**src/rtl/md_pkg.sv**
```systemverilog
// md_pkg: shared constants, state encoding and request payload for the
// M-extension issue controller.
package md_pkg;

   localparam int unsigned XLEN  = 32;
   localparam int unsigned REG_W = 5;
   localparam int unsigned F3_W  = 3;
   localparam int unsigned F7_W  = 7;
   localparam int unsigned ST_W  = 3;

   localparam logic [6:0]      OPC_OP    = 7'b0110011;
   localparam logic [F7_W-1:0] F7_MULDIV = 7'b0000001;

   localparam int unsigned TIMEOUT_CYC_DEF = 80;

   localparam logic [ST_W-1:0] ST_IDLE  = 3'd0;
   localparam logic [ST_W-1:0] ST_ISSUE = 3'd1;
   localparam logic [ST_W-1:0] ST_WAIT  = 3'd2;
   localparam logic [ST_W-1:0] ST_WB    = 3'd3;
   localparam logic [ST_W-1:0] ST_DRAIN = 3'd4;

   // Operands and destination latched at issue time
   typedef struct packed {
      logic [XLEN-1:0]  a;
      logic [XLEN-1:0]  b;
      logic [F3_W-1:0]  funct3;
      logic [REG_W-1:0] rd;
   } md_req_t;

endpackage

```
**src/rtl/md_decode.sv**
```systemverilog
// md_decode: combinational M-op detector.
//   instr  : 32-bit instruction word
//   is_mop : OP opcode with MULDIV funct7
//   rd     : destination register field
//   funct3 : M-op selector field
module md_decode
   import md_pkg::*;
(
   input  logic [XLEN-1:0]  instr,
   output logic             is_mop,
   output logic [REG_W-1:0] rd,
   output logic [F3_W-1:0]  funct3
);

   // Source register fields are not needed here; operand values arrive separately
   logic unused_rs_fields;

   assign is_mop           = (instr[6:0] == OPC_OP) && (instr[31:25] == F7_MULDIV);
   assign rd               = instr[11:7];
   assign funct3           = instr[14:12];
   assign unused_rs_fields = ^instr[24:15];

endmodule

```
**src/rtl/md_issue_ctrl.sv**
```systemverilog
// md_issue_ctrl: issues decode-stage M-ops to a multi-cycle M-unit, stalls the
// front end while an op is outstanding, and hands the result to writeback.
//   clk, rst (async, active-low)
//   id_*       : decode-stage instruction and operands; id_stall freezes upstream
//   flush      : pipeline flush (outstanding unit request is drained, not withdrawn)
//   md_*       : M-unit request (start/operands/funct) and response (result/ready/busy/dbz)
//   wb_*       : writeback valid/ready handshake with rd and data
//   dbz_sticky : divide-by-zero seen, cleared by dbz_clr
//   timeout_err: watchdog expired waiting on the M-unit (sticky until reset)
module md_issue_ctrl
   import md_pkg::*;
#(
   parameter int unsigned TIMEOUT_CYC = TIMEOUT_CYC_DEF
) (
   input  logic             clk,
   input  logic             rst,
   input  logic             id_valid,
   input  logic [XLEN-1:0]  id_instr,
   input  logic [XLEN-1:0]  id_rs1_val,
   input  logic [XLEN-1:0]  id_rs2_val,
   input  logic             flush,
   output logic             id_stall,
   output logic             md_start,
   output logic             md_isMulDiv,
   output logic [XLEN-1:0]  md_A,
   output logic [XLEN-1:0]  md_B,
   output logic [F3_W-1:0]  md_funct3,
   output logic [F7_W-1:0]  md_funct7,
   input  logic [XLEN-1:0]  md_result,
   input  logic             md_ready,
   input  logic             md_busy,
   input  logic             md_div_by_zero,
   output logic             wb_valid,
   output logic [REG_W-1:0] wb_rd,
   output logic [XLEN-1:0]  wb_data,
   input  logic             wb_ready,
   output logic             dbz_sticky,
   output logic             timeout_err,
   input  logic             dbz_clr
);

   localparam int unsigned     WD_W    = $clog2(TIMEOUT_CYC + 1);
   localparam logic [WD_W-1:0] WD_LAST = WD_W'(TIMEOUT_CYC - 1);

   logic             dec_is_mop;
   logic [REG_W-1:0] dec_rd;
   logic [F3_W-1:0]  dec_funct3;

   logic [ST_W-1:0]  state_q;
   logic [ST_W-1:0]  state_d;
   md_req_t          req_q;
   logic [WD_W-1:0]  wd_q;

   logic             mop_req;
   logic             accept;
   logic             capture;
   logic             timeout;
   logic             wd_expired;

   md_decode u_decode (
      .instr  (id_instr),
      .is_mop (dec_is_mop),
      .rd     (dec_rd),
      .funct3 (dec_funct3)
   );

   assign mop_req    = id_valid && dec_is_mop && !flush;
   assign wd_expired = (wd_q == WD_LAST);

   // Stall must rise in the accept cycle itself, so it is combinational; held low in reset
   assign id_stall = rst && ((state_q != ST_IDLE) || mop_req);

   assign md_A      = req_q.a;
   assign md_B      = req_q.b;
   assign md_funct3 = req_q.funct3;

   // State register
   always_ff @(posedge clk or negedge rst) begin
      if (!rst) begin
         state_q <= ST_IDLE;
      end else begin
         state_q <= state_d;
      end
   end

   // Next-state and control decode
   always_comb begin
      state_d = state_q;
      accept  = 1'b0;
      capture = 1'b0;
      timeout = 1'b0;
      case (state_q)
         ST_IDLE: begin
            // A still-busy unit (e.g. after a watchdog abort) holds the op in decode
            if (mop_req && !md_busy) begin
               accept  = 1'b1;
               state_d = ST_ISSUE;
            end
         end
         ST_ISSUE: begin
            state_d = flush ? ST_DRAIN : ST_WAIT;
         end
         ST_WAIT: begin
            // Result arriving with a flush is already consumed, so skip DRAIN
            if (md_ready) begin
               capture = !flush && (req_q.rd != '0);
               state_d = capture ? ST_WB : ST_IDLE;
            end else if (wd_expired) begin
               timeout = 1'b1;
               state_d = ST_IDLE;
            end else if (flush) begin
               state_d = ST_DRAIN;
            end
         end
         ST_WB: begin
            if (flush || wb_ready) begin
               state_d = ST_IDLE;
            end
         end
         ST_DRAIN: begin
            if (md_ready) begin
               state_d = ST_IDLE;
            end else if (wd_expired) begin
               timeout = 1'b1;
               state_d = ST_IDLE;
            end
         end
         default: begin
            state_d = ST_IDLE;
         end
      endcase
   end

   // Registered request, writeback, watchdog and status flags
   always_ff @(posedge clk or negedge rst) begin
      if (!rst) begin
         req_q       <= '0;
         md_start    <= 1'b0;
         md_isMulDiv <= 1'b0;
         md_funct7   <= '0;
         wb_valid    <= 1'b0;
         wb_rd       <= '0;
         wb_data     <= '0;
         wd_q        <= '0;
         dbz_sticky  <= 1'b0;
         timeout_err <= 1'b0;
      end else begin
         md_start    <= (state_d == ST_ISSUE);
         md_isMulDiv <= (state_d == ST_ISSUE) || (state_d == ST_WAIT) || (state_d == ST_DRAIN);
         wb_valid    <= (state_d == ST_WB);

         if (accept) begin
            req_q     <= '{a: id_rs1_val, b: id_rs2_val, funct3: dec_funct3, rd: dec_rd};
            md_funct7 <= F7_MULDIV;
         end

         if (capture) begin
            wb_data <= md_result;
            wb_rd   <= req_q.rd;
         end

         if (state_q == ST_ISSUE) begin
            wd_q <= '0;
         end else if ((state_q == ST_WAIT) || (state_q == ST_DRAIN)) begin
            wd_q <= wd_q + WD_W'(1);
         end

         if (timeout) begin
            timeout_err <= 1'b1;
         end

         // Set has priority over a same-cycle clear
         if ((state_q == ST_WAIT) && md_div_by_zero) begin
            dbz_sticky <= 1'b1;
         end else if (dbz_clr) begin
            dbz_sticky <= 1'b0;
         end
      end
   end

endmodule

```
**config.mk**
```make
export PLATFORM = sky130hd
export DESIGN_NAME = md_issue_ctrl
export DESIGN_NICKNAME = d
export VERILOG_FILES = /design/src/rtl/md_pkg.sv /design/src/rtl/md_decode.sv /design/src/rtl/md_issue_ctrl.sv
export SDC_FILE = /design/constraint.sdc
export NUM_CORES = 1
export LEC_CHECK = 0
export BUFFER_PORTS_ARGS = -buffer_cell sky130_fd_sc_hd__buf_2
export CAP_MARGIN = 20
export CELL_PAD_IN_SITES_DETAIL_PLACEMENT = 1
export CELL_PAD_IN_SITES_GLOBAL_PLACEMENT = 2
export CORE_MARGIN = 3
export CORE_UTILIZATION = 30
export CTS_CLUSTER_SIZE = 16
export DETAILED_ROUTE_END_ITERATION = 10
export HOLD_SLACK_MARGIN = 0.1
export PLACE_DENSITY = 0.86
export SLEW_MARGIN = 20
export SYNTH_ARGS = -nofsm -noshare
export SYNTH_HDL_FRONTEND = slang
export SYNTH_SLANG_ARGS = --single-unit
```
**constraint.sdc**
```tcl
create_clock -name clk -period 2 [get_ports clk]
set_input_delay 0.1 -clock clk [delete_from_list [all_inputs] [get_ports clk]]
set_output_delay 0.1 -clock clk [all_outputs]
set_load 0.03 [all_outputs]
```
==> impl_metrics.tcl, run 1 <==
set metrics [dict create \
    status "finished, final reports clean" \
    finalCriticalPeriod_ns 1.954 \
    wire_per_inst_um 18.18 \
    io_pins 254 \
    gp_congestion 0.7753 \
    cp-end-kind "register" \
    drt-initial-drc-count 87 \
    top_layer "met4" \
    hold-worst-slack_ns 0.1997 \
    ant_nets 0 \
    grt_overflow 0 \
    ff_latch_area_mm2 0.003128 \
    p_total_uw 6050 \
    timing.final.crit_share_pct 97.68 \
    initial_utilization_pct 31.20 \
    drc 0 \
    cts-buffers-inserted 17 \
    coreArea_mm2 0.01833 \
    h-tree-depth 4 \
    antenna_found_initial 0 \
    multiInputGateArea_mm2 0.001937 \
    synth_edf_count 0 \
    die_x_um 144.1 \
    hold_viol 0 \
    synth_top_area_share_pct 54.69 \
    synth_area_leaders "dfrtp_1 55%, mux2_2 16%, buf_4 9.8%" \
    fin_nets 857 \
    max_slew_margin_pct 54.65 \
    drive_gt1_share_pct 56.15 \
    root_buffer "clkbuf_16" \
    rsz0062_at_grt "yes" \
    clockBufferDepth 2 \
    diodes 0 \
    syn_area_per_cell_um2 13.92 \
    start_kind "register" \
    cts_tree "built" \
    drtPass1Iterations 4 \
    die-area_mm2 0.02076 \
    n_fill_cell 1941 \
    finalInstanceArea_mm2 0.008633 \
    yosysTopAreaCell "dfrtp_1" \
    crit_type "register to register" \
    critPathMaxFanout 6 \
    ys.flop_type "dfrtp_1" \
    track_usage_pct 15.47 \
    ys_warn_count 0 \
    clock_latency_ns 0.41 \
    fp.dieH_um 144.1 \
    synth_cell_types 46 \
    setup_slack_ns 0.04641 \
    drv_slew 0 \
    leakage_uw 0.004750 \
    irDropWorstVdd_mv 0.5373 \
    p_per_area_mw_per_mm2 700.8 \
    synthCells 411 \
    hp-class "input pin to register" \
    place_area_mm2 0.006691 \
    crit_required_ns 2.28 \
    grt_pass1_wl_um 25140 \
    fmax_mhz 511.9 \
    wl_met3_um 1260 \
    skew_ns 0.01735 \
    synth.ff_latch_count 125 \
    vias_per_cell 4.467 \
    worstMarginPinSlew_ns 0.6803 \
    drv_cap 0 \
    grt_max_degree 126 \
    rows 49 \
    cts.clk_slew.worst_paths_ns 0.06 \
    dp_slack_ns -0.1036 \
    areaGrowthSynthToFinish_pct 50.95 \
    synthArstFlopShare_pct 100.0 \
    synth_area_mm2 0.005719 \
    critPathArrivalTime_ns 2.24 \
    wl_met1_um 6756 \
    cts_sinks 125 \
    ys_seq_area_share_pct 54.69 \
    io_buffers 237 \
    vias 4293 \
    grt_pass1_vias 4851 \
    wl_met2_um 9276 \
    dpl.hpwl_um 11080 \
    setup_viol 0 \
    wirelength_um 17470 \
]
==> through the flow <==
step | util, % | setup TNS [ns] | instances
finish | 47.10 | 0 | 961
global route | 47.10 | -0.2948 | 961
CTS | 45.88 | 0 | 952
detailed placement | 36.50 | -2.591 | 808
global placement | 36.50 | -1.271 | 808
floorplan | - | 0 | 416
==> critical path: stages, from the launching register on <==
cell and delay (ns):
dfrtp_1 0.37, or4_4 0.55, o21ai_4 0.15, or4_4 0.23
buf_4 0.21, mux2_4 0.31
==> state kept, by name, summed over array words and instances (netlist names) <==
| signal | flops |
|---|---|
| wb_rd | 5 |
| md_funct7 | 1 |
| md_funct3 | 3 |
| md_isMulDiv | 1 |
| req_q | 5 |
| timeout_err | 1 |
| dbz_sticky | 1 |
| md_A | 32 |
| state_q | 3 |
| wd_q | 7 |
| wb_data | 32 |
| md_B | 32 |
| md_start | 1 |
| wb_valid | 1 |
==> timing repair <==
action                                  in CTS  in global routing
hold buffers                               112                  0
pin swaps                                    1                  3
setup buffers                                0                  3
cloned                                       0                  7
endpoints found under the hold margin      236                  0
endpoints found under the setup margin      36                 96
gates resized for setup                      2                 14
==> power breakdown <==
part / switching (uW) / internal [uW]
Sequential: 8.93 / 2540
Clock: 1180 / 1910
Combinational: 164 / 251
Total: 1360 / 4690
==> final timing paths <==
kind | start | to | slack, ns | depth (start not counted)
worst max-delay path | req_q[0] | wb_data[29] | 0.05 | 5
worst min-delay path | id_instr[4] | md_isMulDiv | 0.20 | 4
worst max register to register | req_q[0] | wb_data[29] | 0.05 | 5
worst min register to register | timeout_err | timeout_err | 0.48 | 1
max in group asynchronous | rst | md_B[29] | 1.08 | 3
min in group asynchronous | rst | md_A[25] | 0.40 | 3
==> Yosys cell counts, types with 4 or more instances <==
| master | n |
|---|---|
| nor2_1 | 13 |
| xor2_1 | 4 |
| buf_4 | 75 |
| a21oi_1 | 6 |
| nand2_1 | 5 |
| dfrtp_1 | 125 |
| o21ai_0 | 6 |
| mux2_4 | 30 |
| mux2_2 | 79 |
| nor4bb_1 | 4 |
| buf_6 | 10 |
==> cell usage in the layout, fill, tap and decap left out, types with 3 or more instances in the layout <==
master and n:
clkinv_2 4, clkinv_4 3, clkbuf_16 22, mux2_4 30, conb_1 6, o21ai_0 6
buf_4 14, nand2_1 5, buf_12 5, inv_1 3, buf_2 234, dfrtp_1 125
nand4_1 3, and2_1 3, dlygate4sd3_1 111, nor4bb_1 4, mux2_2 79, xor2_1 4
a21oi_1 6, o22ai_1 3, nor2_1 13
==> cell type report <==
class / instances / share of cell area, %
Inverter: 3 / 0.1304
Tap cell: 229 / 3.319
Sequential cell: 125 / 36.23
Multi-Input combinational cell: 199 / 22.43
Clock buffer: 19 / 5.246
Timing Repair Buffer: 373 / 31.03
Clock inverter: 13 / 1.609
==> per-layer routing <==
| metal | global-route usage [%] | vias to the layer above |
|---|---|---|
| met1 | 16.93 | 2130 |
| li1 | - | 1975 |
| met2 | 28.56 | 175 |
| met5 | 0 | - |
| met3 | 5.060 | 13 |
| met4 | 4.311 | 0 |
==> cells by family after synthesis <==
family | after synthesis | share of synthesized area [%]
buf+inv | 92 | 12.29
fa+ha+maj | 1 | 0.2187
xor+xnor | 5 | 0.7657
simple gates | 46 | 4.725
other cells | 1 | 0.06557
mux | 110 | 23.61
compound gates | 31 | 3.632
flops | 125 | 54.69
(Power assumes the default switching activity.)
==> inputs of run 2 (changes only) <==
Settings changed: REMOVE_ABC_BUFFERS from default to 1.
==> run 2 against run 1 <==
Against the previous run: the flow now finishes with violations (negative setup slack); combinational power is 1% higher; worst setup slack worse by 0.049 ns; non-clock buffer count is 2 lower; power is 2.6% lower.
==> impl_metrics.tcl, run 2 (same netlist as run 1, synthesis figures left out) <==
set metrics [dict create \
    cts_sinks 125 \
    areaGrowthSynthToFinish_pct 49.62 \
    hold-path-cell-count 4 \
    grt_max_degree 126 \
    rsz0062_at_grt "yes" \
    coreArea_mm2 0.01833 \
    fmax_mhz 499.3 \
    wirelength_um 17740 \
    cpPeakStageDelay_ns 0.55 \
    io_buffers 237 \
    grt_pass1_wl_um 26490 \
    diodes 0 \
    cts.clk_slew.worst_paths_ns 0.06 \
    p_total_uw 5895 \
    drt-initial-drc-count 103 \
    initial_utilization_pct 31.20 \
    hold-worst-slack_ns 0.2036 \
    irDropWorstVdd_mv 0.5412 \
    violations "negative setup slack" \
    track_usage_pct 16.41 \
    r2r-end "wb_data[29]" \
    antenna_found_initial 0 \
    setup_slack_ns -0.002882 \
    critPathTopFamily "simple AND/OR/NAND/NOR gates" \
    critPathArrivalTime_ns 2.29 \
    p_per_area_mw_per_mm2 688.9 \
    dp_cells 805 \
    vias_per_cell 4.517 \
    dpl.hpwl_um 10360 \
    rows 49 \
    die-area_mm2 0.02076 \
    crit_path_start "req_q[0]" \
    vias 4327 \
    root_buffer "clkbuf_16" \
    wire_per_inst_um 18.52 \
    final_common_cell "buf_2" \
    clockBufferDepth 2 \
    drc 0 \
    min_to "md_isMulDiv" \
    status "finished with violations" \
    setup_viol 2 \
    grt_use_met1_pct 17.88 \
    h-tree-depth 4 \
    worstReg2RegStart "req_q[0]" \
    die_x_um 144.1 \
    r2r_slack_ns -0.003 \
    top_usage_layer "met2" \
    max_slew_margin_pct 50.99 \
    fp.dieH_um 144.1 \
    io_pins 254 \
    instances_no_fill 958 \
    final_cell_mix "236 x buf_2, 125 x dfrtp_1, 112 x dlygate4sd3_1" \
    grt_overflow 0 \
    drv_cap 0 \
    fin_nets 855 \
    cts_tree "built" \
    crit_buf_inv 1 \
    drive_gt1_share_pct 55.97 \
    cp-end-kind "register" \
    hp-class "input pin to register" \
    reg2reg_depth 5 \
    hp-start "id_instr[4]" \
    crit_required_ns 2.29 \
    grt_pass1_vias 4978 \
    crit_type "register to register" \
    ant_nets 0 \
    hold_viol 0 \
    timing.final.crit_share_pct 100.1 \
    drv_slew 0 \
    drtPass1Iterations 4 \
    worstMarginPinSlew_ns 0.7351 \
    use_met3_pct 5.489 \
    leakage_uw 0.004715 \
    cts-buffers-inserted 17 \
    crit_chain "or4_4 -> o21ai_4 -> or4_4 -> bufbuf_16 -> mux2_4" \
    finalCriticalPeriod_ns 2.003 \
    slowest_stage "or4_4" \
    gp_congestion 0.7435 \
    use_met2_pct 29.79 \
    skew_ns 0.009054 \
    start_kind "register" \
    critPathMaxFanout 10 \
    clock_latency_ns 0.41 \
    crit_top_cell "or4_4" \
]
[run 2: timing repair]
item / CTS / global route
hold buffers: 112 / 0
pin swaps: 2 / 3
gates cloned: 2 / 2
hold endpoints to repair: 236 / 0
resized for setup: 4 / 4
setup endpoints to repair: 38 / 61
setup buffers: 3 / 3
[run 2: worst register-to-register path, cell delays in order (launching register included)]
cell and delay (ns):
dfrtp_1 0.39, or4_4 0.55, o21ai_4 0.16, or4_4 0.18, bufbuf_16 0.30, mux2_4 0.31
[run 2: where the power goes]
| part | internal, uW | total, uW | switching [uW] |
|---|---|---|---|
| Combinational | 252 | 419 | 167 |
| Sequential | 2540 | 2550 | 8.43 |
| Clock | 1740 | 2930 | 1190 |
| Total | 4530 | 5890 | 1360 |
[run 2: worst max path at each step]
stage / cells past startpoint / endpoint / slack (ns)
after floorplan: 3 / md_A[0] / -2.36
after CTS: 5 / wb_data[24] / 0.01
after global placement: 4 / md_A[11] / 0.05
final: 5 / wb_data[29] / -0.003
after detailed placement: 5 / wb_data[15] / -0.0005
after global routing: 5 / wb_data[18] / -0.03
[run 2: final cells by class]
class,instances,area [um2]
Clock buffer,18,439.2
Clock inverter,13,117.6
Fill cell,1910,9774
Inverter,3,11.26
Multi-Input combinational cell,199,1937
Sequential cell,125,3128
Tap cell,229,286.5
Timing Repair Buffer,371,2638
[run 2: layer usage]
metal / up-vias / part of all wire (%)
met4: 0 / 2.0
met5: - / 0
met3: 21 / 8.2
li1: 1969 / -
met2: 197 / 51
met1: 2140 / 38
[run 2: metrics by stage]
stage | worst slack (ns) | setup TNS (ns) | instance area, um2 | utilization, %
global placement | 0.05142 | 0 | 6681 | 36.45
global route | -0.03261 | -0.4992 | 8557 | 46.68
CTS | 0.01149 | 0 | 8474 | 46.23
detailed placement | -0.0004547 | -0.0004547 | 6681 | 36.45
finish | -0.002882 | -0.005083 | 8557 | 46.68
floorplan | -2.362 | -201.55 | 5046 | -
